**config.mk**
```make
export PLATFORM = sky130hd
export DESIGN_NAME = uart_tx_fifo
export DESIGN_NICKNAME = d
export VERILOG_FILES = /design/src/rtl/uart_pkg.sv /design/src/rtl/uart_sync_fifo.sv /design/src/rtl/uart_tx_fifo.sv
export SDC_FILE = /design/constraint.sdc
export NUM_CORES = 1
export LEC_CHECK = 0
export CAP_MARGIN = 20
export CORE_UTILIZATION = 28
export DETAILED_ROUTE_END_ITERATION = 10
export PLACE_DENSITY = 0.5
export SYNTH_ARGS = -nofsm -noshare
export SYNTH_HDL_FRONTEND = slang
export SYNTH_HIERARCHICAL = 1
export SYNTH_SLANG_ARGS = --single-unit
```
**constraint.sdc**
```tcl
create_clock -name clk -period 3.1 [get_ports clk]
set_input_delay 0.62 -clock clk [delete_from_list [all_inputs] [get_ports clk]]
set_output_delay 0.62 -clock clk [all_outputs]
set_load 0.005 [all_outputs]
```
**src/rtl/uart_pkg.sv**
```systemverilog
// Shared UART definitions: byte width and the TX pacing FSM state encoding.
package uart_pkg;

  localparam int UART_DW = 8;

  typedef enum logic [1:0] {
    ST_IDLE = 2'd0,
    ST_LOAD = 2'd1,
    ST_WAIT = 2'd2
  } uart_state_t;

endpackage

```
**src/rtl/uart_sync_fifo.sv**
```systemverilog
// Synchronous byte FIFO: same-edge status update; dout registered on pop.
// A push into a full FIFO and a pop from an empty FIFO are both ignored.
module uart_sync_fifo
  import uart_pkg::*;
#(
  parameter int DEPTH = 16,
  localparam int AW = $clog2(DEPTH)
) (
  input  logic               clk,
  input  logic               rst,
  input  logic               push,
  input  logic               pop,
  input  logic [UART_DW-1:0] din,
  output logic [UART_DW-1:0] dout,
  output logic               full,
  output logic               empty,
  output logic [AW:0]        count
);

  localparam logic [AW:0] CNT_FULL = (AW+1)'(DEPTH);

  logic [UART_DW-1:0] mem [DEPTH];
  logic [AW-1:0]      wr_ptr;
  logic [AW-1:0]      rd_ptr;
  logic               push_ok;
  logic               pop_ok;

  // Fullness is judged before any same-cycle pop, so a push at full is dropped.
  assign push_ok = push && !full;
  assign pop_ok  = pop && !empty;
  assign full    = (count == CNT_FULL);
  assign empty   = (count == '0);

  always_ff @(posedge clk) begin
    if (push_ok) begin
      mem[wr_ptr] <= din;
    end
  end

  always_ff @(posedge clk) begin
    if (rst) begin
      wr_ptr <= '0;
      rd_ptr <= '0;
      count  <= '0;
      dout   <= '0;
    end else begin
      if (push_ok) begin
        wr_ptr <= wr_ptr + AW'(1);
      end
      if (pop_ok) begin
        dout   <= mem[rd_ptr];
        rd_ptr <= rd_ptr + AW'(1);
      end
      case ({push_ok, pop_ok})
        2'b10:   count <= count + (AW+1)'(1);
        2'b01:   count <= count - (AW+1)'(1);
        default: count <= count;
      endcase
    end
  end

endmodule

```
**src/rtl/uart_tx_fifo.sv**
```systemverilog
// Buffers producer bytes and hands them one at a time to the UART transmitter,
// pulsing send_en 2 cycles after a pop decision and waiting for tx_done before the next byte.
module uart_tx_fifo
  import uart_pkg::*;
#(
  parameter int DEPTH = 16,
  localparam int AW = $clog2(DEPTH)
) (
  input  logic               clk,
  input  logic               rst,
  input  logic               wr_en,
  input  logic [UART_DW-1:0] wr_data,
  input  logic               tx_done,
  output logic [UART_DW-1:0] data_byte,
  output logic               send_en,
  output logic               full,
  output logic               empty,
  output logic [AW:0]        count,
  output logic               busy,
  output logic               overflow
);

  uart_state_t state_q;
  uart_state_t state_d;
  logic        pop;

  uart_sync_fifo #(
    .DEPTH (DEPTH)
  ) u_fifo (
    .clk   (clk),
    .rst   (rst),
    .push  (wr_en),
    .pop   (pop),
    .din   (wr_data),
    .dout  (data_byte),
    .full  (full),
    .empty (empty),
    .count (count)
  );

  // Pops only on entry to LOAD, so the FIFO is never read while empty.
  always_comb begin
    state_d = state_q;
    pop     = 1'b0;
    case (state_q)
      ST_IDLE: begin
        if (!empty) begin
          pop     = 1'b1;
          state_d = ST_LOAD;
        end
      end
      ST_LOAD: begin
        state_d = ST_WAIT;
      end
      ST_WAIT: begin
        if (tx_done) begin
          if (!empty) begin
            pop     = 1'b1;
            state_d = ST_LOAD;
          end else begin
            state_d = ST_IDLE;
          end
        end
      end
      default: begin
        state_d = ST_IDLE;
      end
    endcase
  end

  // send_en is a registered copy of LOAD, giving a one-cycle pulse after data_byte settles.
  always_ff @(posedge clk) begin
    if (rst) begin
      state_q  <= ST_IDLE;
      send_en  <= 1'b0;
      overflow <= 1'b0;
    end else begin
      state_q <= state_d;
      send_en <= (state_q == ST_LOAD);
      if (wr_en && full) begin
        overflow <= 1'b1;
      end
    end
  end

  assign busy = (state_q == ST_LOAD) || (state_q == ST_WAIT);

endmodule

```
==> flow_summary.yaml <==
grt:
  grt_first_pass_wirelength_mm: 20.53
  grt_max_degree: 37
  grt.overflow.total: 0
  antenna_found_initial: 0
  grtUsageTotal_pct: 12.62
  grt_pass1_vias: 3503
clock_tree:
  cts_tree: "built"
  cts_buffers: 17
  htreeDepth: 4
  worstSkewPairLatency_ns: 0.41
  cts_buffer_depth: 2
  post-cts-setup-buffers: 0
  clk_pin_slew_ns: 0.06
  clockRootBuffer: "clkbuf_16"
  cts_sinks: 153
drt:
  via_per_inst: 4.651
  wirelength_mm: 13.41
  drc: 0
  dr_wl_met3_um: 543
  wl_met1_mm: 6.174
  drt_iter0_drc: 255
  wire_per_inst_um: 18.13
  wl_met2_mm: 6.642
  vias: 3442
  routed.top_layer: "met4"
  ant_nets: 0
  drtPass1Iterations: 4
critical_path:
  path_class: "reg -> reg"
  end_kind: "flop"
  cp_max_fo: 5
  crit_arrival_ns: 3.16
  cp.required_ns: 3.40
  startpoint_type: "flop"
floorplanning:
  die_h_um: 151.6
  dieArea_um2: 22990
  rows: 54
  pin_count: 30
  initial_core_util_pct: 28.64
  core_area_um2: 21890
  fp.dieW_um: 151.6
timing:
  rsz0062_at_grt: "no"
  finalSetupViolCount: 0
  max_freq_mhz: 349.6
  finalHoldViolCount: 0
  finalClockSkew_ns: 0.008388
  setup_tns_ns: 0
  layout_setup_ws_ns: 0.2395
  max_slew.worst_pin.slew_ns: 0.7087
  fin_crit_sh_pct: 92.27
  min_period_ns: 2.860
  slew_viol_final: 0
  maxSlewHeadroom_pct: 52.66
yosys:
  syn_nets: 418
  syn-cell-area_um2: 6270
  ys_seq_area_share_pct: 69.29
  synth_flop_cell: "edfxtp_1"
  synth_cells: 390
  synth.distinct_cells: 41
  synth_edf_count: 128
  ys_ff_latch: 153
  async_reset_ff_share_pct: 0
  avgSynthCellArea_um2: 16.08
  synth_warnings: 6
power:
  total_power_mw: 5.647
  p_per_area_nw_per_um2: 738.0
  p_leak_nw: 2.449
  vdd.ir_drop.worst_v: 0.0003680
final_layout:
  finish.net_count: 475
  diodes: 0
  layout_common_cells: "128 x edfxtp_1, 46 x nor2_1, 34 x mux2i_1, 29 x clkdlybuf4s50_1, 28 x buf_4"
  area_delta_synth_final_pct: 22.05
  layout_commonest_cell: "edfxtp_1"
  drive_gt1_share_pct: 20.43
  nFillCells: 2112
placement:
  gp_congestion: 0.8015
  port-buffer-count: 29
  dp_slack_ns: -0.2679
  place_hpwl_mm: 8.541
run_status:
  status: "finished clean"
run:
  drv_cap: 0
hold_path:
  hp-class: "reg -> reg"
## critical path: stages (launching register included)
cell and delay [ns]:
dfxtp_1 0.37, or4_4 0.53, nor2_2 0.14, nor3_2 0.07
o21a_4 0.11, ha_1 0.21, ha_1 0.29, nor2b_1 0.15
o21ai_1 0.16, a21oi_1 0.08, or3b_1 0.36, mux2_2 0.27
## per-stage QoR
stage | utilization, % | cells | cell area [µm²] | hold slack (ns)
after floorplan | - | 390 | 6272 | 0.4604
after global placement | 32.12 | 708 | 7030 | 0.4530
after detailed placement | 32.12 | 708 | 7030 | 0.4806
after CTS | 34.91 | 740 | 7641 | 0.4942
after global routing | 34.96 | 740 | 7652 | 0.5193
final | 34.96 | 740 | 7652 | 0.4844
## synth_stat cells (all sizes together) (2+ instances only)
library cell / number / area share [%]
and2: 2 / 0.20
nor2: 47 / 2.8
o21ai: 3 / 0.24
inv: 10 / 0.60
a21oi: 9 / 0.72
nand2: 8 / 0.60
o22ai: 16 / 1.6
ha: 15 / 3.0
clkbuf: 7 / 0.42
xor2: 5 / 0.82
a311oi: 8 / 1.9
nand2b: 3 / 0.30
buf: 13 / 1.4
a22oi: 8 / 0.96
edfxtp: 128 / 61
nor3: 6 / 0.48
nand4: 2 / 0.20
mux4: 16 / 5.7
mux2i: 34 / 5.4
nor2b: 8 / 0.80
nand3: 3 / 0.24
dfxtp: 25 / 8.0
xnor2: 3 / 0.42
## kinds of logic (layout without fill, tap and decap cells)
| logic type | after synthesis | count (layout) | share of synthesized area, % |
|---|---|---|---|
| flip-flops | 153 | 153 | 69.29 |
| AND/OR/NAND/NOR | 84 | 84 | 6.266 |
| multiplexers | 51 | 51 | 11.36 |
| AO/OA/AOI/OAI | 48 | 48 | 6.127 |
| buffers and inverters | 30 | 100 | 2.415 |
| adder cells (fa/ha/maj) | 16 | 16 | 3.313 |
| XOR/XNOR | 8 | 8 | 1.237 |
## cell type report
cell class                      count  area (µm²)  share of cell area [%]
Clock inverter                     13       177.7                   2.322
Clock buffer                       19       432.9                   5.657
Inverter                           10       37.54                  0.4905
Timing Repair Buffer               58       520.5                   6.802
Sequential cell                   153        4345                   56.79
Multi-Input combinational cell    207        1788                   23.36
Tap cell                          280       350.3                   4.578
## sequential cells by signal (all words and copies together) (netlist names)
register and cells:
overflow 1, send_en 1, state_q 2, u_fifo/count 5, u_fifo/dout 8, u_fifo/mem 128, u_fifo/rd_ptr 4, u_fifo/wr_ptr 4
## routing by layer
metal / vias up / GRT usage [%]
met4: 0 / 4.010
li1: 1606 / -
met1: 1752 / 16.47
met3: 7 / 3.234
met2: 77 / 20.41
met5: - / 0
## repair_timing
| item | CTS | global route |
|---|---|---|
| endpoints found under the setup margin | 0 | 1 |
| gates resized for setup | 0 | 3 |
| hold buffers | 0 | 0 |
## power breakdown
| part | internal [mW] | total [mW] | leakage (nW) | switching (mW) |
|---|---|---|---|---|
| Sequential | 2.36 | 2.44 | 1.36 | 0.0787 |
| Clock | 1.34 | 2.13 | 0.285 | 0.788 |
| Combinational | 0.543 | 1.08 | 0.804 | 0.541 |
## path summary, 6_finish.rpt
| path | from | end | slack [ns] | cells after the start |
|---|---|---|---|---|
| max | u_fifo/count[2]$_SDFFE_PP0P_ | u_fifo/count[4]$_SDFFE_PP0P_ | 0.24 | 11 |
| min | overflow$_SDFFE_PP0P_ | overflow$_SDFFE_PP0P_ | 0.48 | 2 |
| max reg2reg | u_fifo/count[2]$_SDFFE_PP0P_ | u_fifo/count[4]$_SDFFE_PP0P_ | 0.24 | 11 |
| min reg2reg | overflow$_SDFFE_PP0P_ | overflow$_SDFFE_PP0P_ | 0.48 | 2 |
Note: power is estimated with default switching activity, not from simulation.
